[config.mk]
export PLATFORM = sky130hd
export DESIGN_NAME = swap_unit_arbiter
export DESIGN_NICKNAME = d
export VERILOG_FILES = /design/src/rtl/swap_unit_arbiter.sv
export SDC_FILE = /design/constraint.sdc
export NUM_CORES = 1
export LEC_CHECK = 0
export ABC_AREA = 1
export CELL_PAD_IN_SITES_DETAIL_PLACEMENT = 0
export CELL_PAD_IN_SITES_GLOBAL_PLACEMENT = 1
export CORE_UTILIZATION = 45
export CTS_BUF_LIST = sky130_fd_sc_hd__clkbuf_16
export DETAILED_ROUTE_END_ITERATION = 10
export DONT_BUFFER_PORTS = 1
export PLACE_DENSITY = 0.79
export SLEW_MARGIN = 20
export SYNTH_ARGS = -nofsm -noshare
export SYNTH_HDL_FRONTEND = slang
export SYNTH_SLANG_ARGS = --single-unit
[constraint.sdc]
create_clock -name clk -period 3.48 [get_ports clk]
set_input_delay 1.044 -clock clk [delete_from_list [all_inputs] [get_ports clk]]
set_output_delay 1.044 -clock clk [all_outputs]
set_load 0.02 [all_outputs]
[src/rtl/swap_unit_arbiter.sv]
// Round-robin arbiter sharing one nibble-swap stage between two valid/ready
// requesters, with a one-entry output buffer and a drain counter.
module swap_unit_arbiter #(
    parameter int DATA_W = 8,
    parameter int CNT_W  = 8
) (
    input  logic              clk,
    input  logic              rst,
    input  logic              req0_valid,
    input  logic [DATA_W-1:0] req0_data,
    output logic              req0_ready,
    input  logic              req1_valid,
    input  logic [DATA_W-1:0] req1_data,
    output logic              req1_ready,
    input  logic              swap_en,
    output logic              out_valid,
    output logic [DATA_W-1:0] out_data,
    output logic              out_src,
    input  logic              out_ready,
    output logic              busy,
    output logic [CNT_W-1:0]  done_count
);
    localparam int HALF = DATA_W / 2;

    typedef enum logic {
        EMPTY = 1'b0,
        FULL  = 1'b1
    } buf_state_t;

    buf_state_t        state_reg;
    logic [DATA_W-1:0] out_data_reg;
    logic              out_src_reg;
    logic              last_grant_reg;
    logic [CNT_W-1:0]  done_count_reg;

    logic              can_accept;
    logic              grant0;
    logic              grant1;
    logic              accept0;
    logic              accept1;
    logic              drain;
    logic [DATA_W-1:0] sel_data;
    logic [DATA_W-1:0] swapped_data;
    logic [DATA_W-1:0] data_next;

    assign out_valid  = (state_reg == FULL);
    assign busy       = out_valid;
    assign out_data   = out_data_reg;
    assign out_src    = out_src_reg;
    assign done_count = done_count_reg;

    // A word may enter in the same cycle the held word leaves.
    assign can_accept = !out_valid || out_ready;

    // With both requesting, the one not served last wins.
    assign grant0 = req0_valid && (!req1_valid || last_grant_reg);
    assign grant1 = req1_valid && (!req0_valid || !last_grant_reg);

    // Readys are forced low while reset is asserted.
    assign req0_ready = grant0 && can_accept && !rst;
    assign req1_ready = grant1 && can_accept && !rst;

    assign accept0 = req0_valid && req0_ready;
    assign accept1 = req1_valid && req1_ready;
    assign drain   = out_valid && out_ready;

    assign sel_data = accept1 ? req1_data : req0_data;

    genvar gi;
    generate
        for (gi = 0; gi < HALF; gi++) begin : g_swap
            assign swapped_data[gi]        = sel_data[gi + HALF];
            assign swapped_data[gi + HALF] = sel_data[gi];
        end
    endgenerate

    assign data_next = swap_en ? swapped_data : sel_data;

    always_ff @(posedge clk) begin
        if (rst) begin
            state_reg      <= EMPTY;
            out_data_reg   <= '0;
            out_src_reg    <= 1'b0;
            last_grant_reg <= 1'b1;
            done_count_reg <= '0;
        end else begin
            if (drain) begin
                done_count_reg <= done_count_reg + 1'b1;
            end
            case (state_reg)
                EMPTY: begin
                    if (accept0 || accept1) begin
                        state_reg      <= FULL;
                        out_data_reg   <= data_next;
                        out_src_reg    <= accept1;
                        last_grant_reg <= accept1;
                    end
                end
                FULL: begin
                    if (accept0 || accept1) begin
                        out_data_reg   <= data_next;
                        out_src_reg    <= accept1;
                        last_grant_reg <= accept1;
                    end else if (drain) begin
                        state_reg <= EMPTY;
                    end
                end
                default: state_reg <= EMPTY;
            endcase
        end
    end
endmodule
After elaboration in Yosys (flattened, before gate mapping)
Cells that the tools add are included.
{"block": "op_classes", "n_mux": 8, "n_reduce_logical": 18, "n_bitwise": 1, "n_addsub": 1}
{"op": "$mux 8", "n": 3}
{"op": "$logic_and 1x1->1", "n": 9}
{"op": "$add 8x1->8 const B", "n": 1}
{"op": "$logic_not 1->1", "n": 5}
{"op": "$logic_or 1x1->1", "n": 4}
{"op": "$mux 1", "n": 4}
{"op": "$pmux 1 s2", "n": 1}
{"op": "$not 1->1", "n": 1}
{"block": "totals", "reg_bits": 19}

Longest topological paths before layout
{"block": "logic_depth", "ltp_word": 9, "mapped_depth": 9, "ltp_nobuf": 8}

Least setup slack after synthesis
OpenSTA, ideal clock, no wires.
{"block": "synth_timing", "kind": "input -> output", "startpoint": "input out_ready", "endpoint": "output req1_ready", "setup_slack_ps": 711, "path_buffers": 1, "arrival_ps": 1725, "stages": 5, "cell_sequence": "inv_2 > nand2_1 > nand2_4 > buf_6 > nor2_1"}
{"block": "synth_between", "elab_chain_len": 3}
{"item": "start: declaration", "line_no": "19", "text": "input logic out_ready,"}
{"item": "$logic_or 1x1->1", "line_no": "53", "text": "assign can_accept = !out_valid || out_ready;"}
{"item": "$logic_and 1x1->1 (2 in a row)", "line_no": "61", "text": "assign req1_ready = grant1 && can_accept && !rst;"}
{"item": "end: declaration", "line_no": "14", "text": "output logic req1_ready,"}
No other way between the ends.

Final worst setup path
{"block": "layout_timing", "startpoint": "input req0_valid", "endpoint": "output req1_ready"}
{"block": "layout_between", "elab_chain_len": 5}
{"item": "start: declaration", "line_no": "9", "text": "input logic req0_valid,"}
{"item": "$logic_not 1->1", "line_no": "57", "text": "assign grant1 = req1_valid && (!req0_valid || !last_grant_reg);"}
{"item": "$logic_or 1x1->1", "line_no": "57"}
{"item": "$logic_and 1x1->1", "line_no": "57"}
{"item": "$logic_and 1x1->1 (2 in a row)", "line_no": "61"}
No other way between the ends.

==> metrics.md <==
| Metric | Value |
|---|---|
| Cell Area, Synth | between 1000 and 1500 sq um |
| Slowest cell on crit path | nor2_1 |
| Clk buf depth | 2 |
| Root cell of the clock tree | clkbuf_16 |
| Max stage delay on crit path | between 400 and 500 ps |
| CTS tree | yes |
| Vias in the first global route | between 900 and 1000 |
| P_sw | 0.150 mW |
| Sw frac | 26.7% |
| Hold Startpoint | last_grant_reg$_SDFFE_PP1P_ |
| Placer Congestion | around 0.75 |
| Fin util | 52.4% |
| Clock power frac | 40.7% |
| Critical Path Stages | 3 |
| Worst setup SP type | input pin |
| 1st-pass router iterations | 4 |
| Power density over the cells | 468 nW/um^2 |
| Kind of cell adding the most delay to the critical path | simple AND/OR/NAND/NOR gates |
| Highest Clock Rate | around 360 MHz |
| Fin crit period | 2800 ps |
| I/O Pins | 43 |
| Post-CTS Setup Bufs | 0 |
| Crit-path max FO | 12 |
| Area Overhead vs Synth | 6.18% |
| HP Class | flip-flop to flip-flop |
| #FFs+latches synth | 19 |
| Seq pwr share | roughly 46% |
| Setup TNS | 0 ps |
| CP Launch Point | req0_valid |
| Synth Area per Inst | 6.87 sq um |
| DRT antenna net count | 0 |
| Critical Path Sink Type | output pin |
| Crit path buf inv count | 0 |
| Lkg Pwr | 0.564 nW |
| Largest net degree at the start of global routing | 17 |
| Iter 0 DRT Violations | 11 |
| Internal power | between 0.4 and 0.5 mW |
| Slew Limit Headroom | 67.0% |
| Share of cells above drive strength 1 | 15.3% |
| Clock Skew | 3.84 ps |
| # diodes | 0 |
| RSZ-0062 raised after global routing | no |
| Initial Utilization | 49.3% |
| Endpoints failing hold | 0 |
| Final #Nets | 187 |
| Netlist cell types | 29 |
| Synth Warn # | 0 |
| CTS Sinks | 19 |
| Setup slack, reg-to-reg | roughly 1900 ps |
| Total chip power | 0.563 mW |
| Top_reg_cell synth | dfxtp_1 |
| Slew Viols, Final | 0 |
| CTS H-tree depth | 1 |
| Critical path required time | 2440 ps |
| Routed via count | 1007 |
| R2r endpoint | done_count[7]$_SDFFE_PP0P_ |
| Slack of the critical path | about 680 ps |
| VDD IR max | between 0.4 and 0.5 mV |
| Crit Path Category | input pin to output pin |
| Synth Instances | 165 |
| Row count | 17 |
| Post-CTS resize count | 0 |
| IO buf count | 0 |
| Post-synth EDFFs | 0 |
| Total GRT Usage | a little under a fifth |
| Worst-skew pair later-pin latency | 250 ps |
| Remaining global-route overflow | 0 |
| CP Capture Point | req1_ready |
| First-pass GRT wire length | around 3.8 mm |
| Post-DP HPWL | 1.81 mm |
| Die X | 52.2 microns |
| CTS Buf Count | 3 |
| Maxcap violations | 0 |
| Crit-path cells | nand2_1 -> nand2_2 -> nor2_1 |
| Routed wire length | 2.30 mm |
| Tcrit/Tclk final | 80.4% |
| Combinational power share | 13.6% |
| Worst r2r src | busy$_SDFF_PP0_ |
| Register area share after synthesis | 33.6% |
| Hold_buf cts | 0 |
| DR WL/cell | 12.1 microns |
| Finish-stage setup viols | 0 |
| Syn Nets | 188 |
| Drt via density | 5.27 |
| DIE AREA | 2720 sq um |
| Register-to-Register Path Depth | 7 |
| Initial antenna violation count | 0 |
| Pre-CTS WS | about 690 ps |
| Slew @ Worst Pin | 495 ps |
| Die height | ~52 microns |
| Clk pin slew, worst setup/hold paths | 50 ps |
| Remaining DRCs | 0 |
| Status | completed |
| Core region area | 2300 sq um |
| Async set-or-reset flop fraction in the synthesized netlist | 0% |
| Crit path arrival time | 1750 ps |
==> synthesized netlist by cell type, types with 2 or more instances <==
cell / instances / area [sq um]
o21ai_1: 2 / 10.0
o21ai_0: 3 / 15.0
nand2_1: 21 / 78.8
nor2_2: 3 / 18.8
nor2_1: 25 / 93.8
buf_6: 2 / 22.5
inv_2: 4 / 15.0
buf_4: 2 / 15.0
o21bai_2: 7 / 78.8
dfxtp_1: 19 / 380
a21oi_1: 2 / 10.0
clkbuf_1: 2 / 7.51
nand3_1: 34 / 170
inv_1: 24 / 90.1
==> stage by stage <==
step                hold WS (ps)  instances  instance area, sq um
CTS                          531        191                  1200
global route                 555        191                  1200
finish                       528        191                  1200
global placement             533        187                  1120
floorplan                    481        165                  1130
detailed placement           522        187                  1120
==> metal layers <==
metal	GRT usage, %	vias up	share of wire [%]
met5	0	-	0
met4	3.95	0	0.52
met3	6.38	2	6.8
met2	34.4	30	50
met1	20.2	451	43
li1	-	524	-
==> worst min-delay path: stages, from the launching register on <==
cell and delay, ps:
dfxtp_1 330, o21ai_0 80, nand3_1 60
==> cell families (layout without fill, tap and decap cells) <==
kind of cell / after synthesis / in the layout / share of synthesized area, %
simple gates: 90 / 90 / 36.5
compound gates: 19 / 19 / 14.2
fa+ha+maj: 1 / 1 / 1.10
flops: 19 / 19 / 33.6
buf+inv: 35 / 33 / 13.8
xor+xnor: 1 / 1 / 0.773
==> final cells by class <==
cell class	count	area (sq um)
flip-flops and latches	19	380
well taps	28	35.0
fillers	233	1090
inverters	29	111
clock buffers	3	75.1
multi-input cells	111	597
clock inverters	1	5.00
==> how the worst min path moves through the flow <==
| stage | to | cells past startpoint |
|---|---|---|
| after floorplan | last_grant_reg$_SDFFE_PP1P_ | 2 |
| after global placement | last_grant_reg$_SDFFE_PP1P_ | 2 |
| after detailed placement | last_grant_reg$_SDFFE_PP1P_ | 2 |
| after CTS | last_grant_reg$_SDFFE_PP1P_ | 2 |
| after global routing | last_grant_reg$_SDFFE_PP1P_ | 2 |
| final | last_grant_reg$_SDFFE_PP1P_ | 2 |
==> layout by cell type (no fill, tap or decap), drive strengths merged <==
master / n
dfxtp: 19
nand3: 34
a21oi: 4
inv: 29
o21ai: 6
nor3: 2
nor2: 28
nor3b: 1
xor2: 1
clkbuf: 3
a31oi: 1
clkinv: 1
nand2: 23
and3: 1
o21bai: 8
nand4: 1
ha: 1
==> power groups by stage <==
| stage | clock network, mW | logic (mW) | registers, mW |
|---|---|---|---|
| 4_1_cts | 0.235 | 0.0777 | 0.257 |
| 3_3_place_gp | 0 | 0.0749 | 0.262 |
| 5_1_grt | 0.245 | 0.0873 | 0.259 |
| 3_5_place_dp | 0 | 0.0772 | 0.262 |
| 2_1_floorplan | 0 | 0.0759 | 0.258 |
| 6_report | 0.229 | 0.0764 | 0.257 |
No activity file was read; power rests on OpenSTA's default activity.
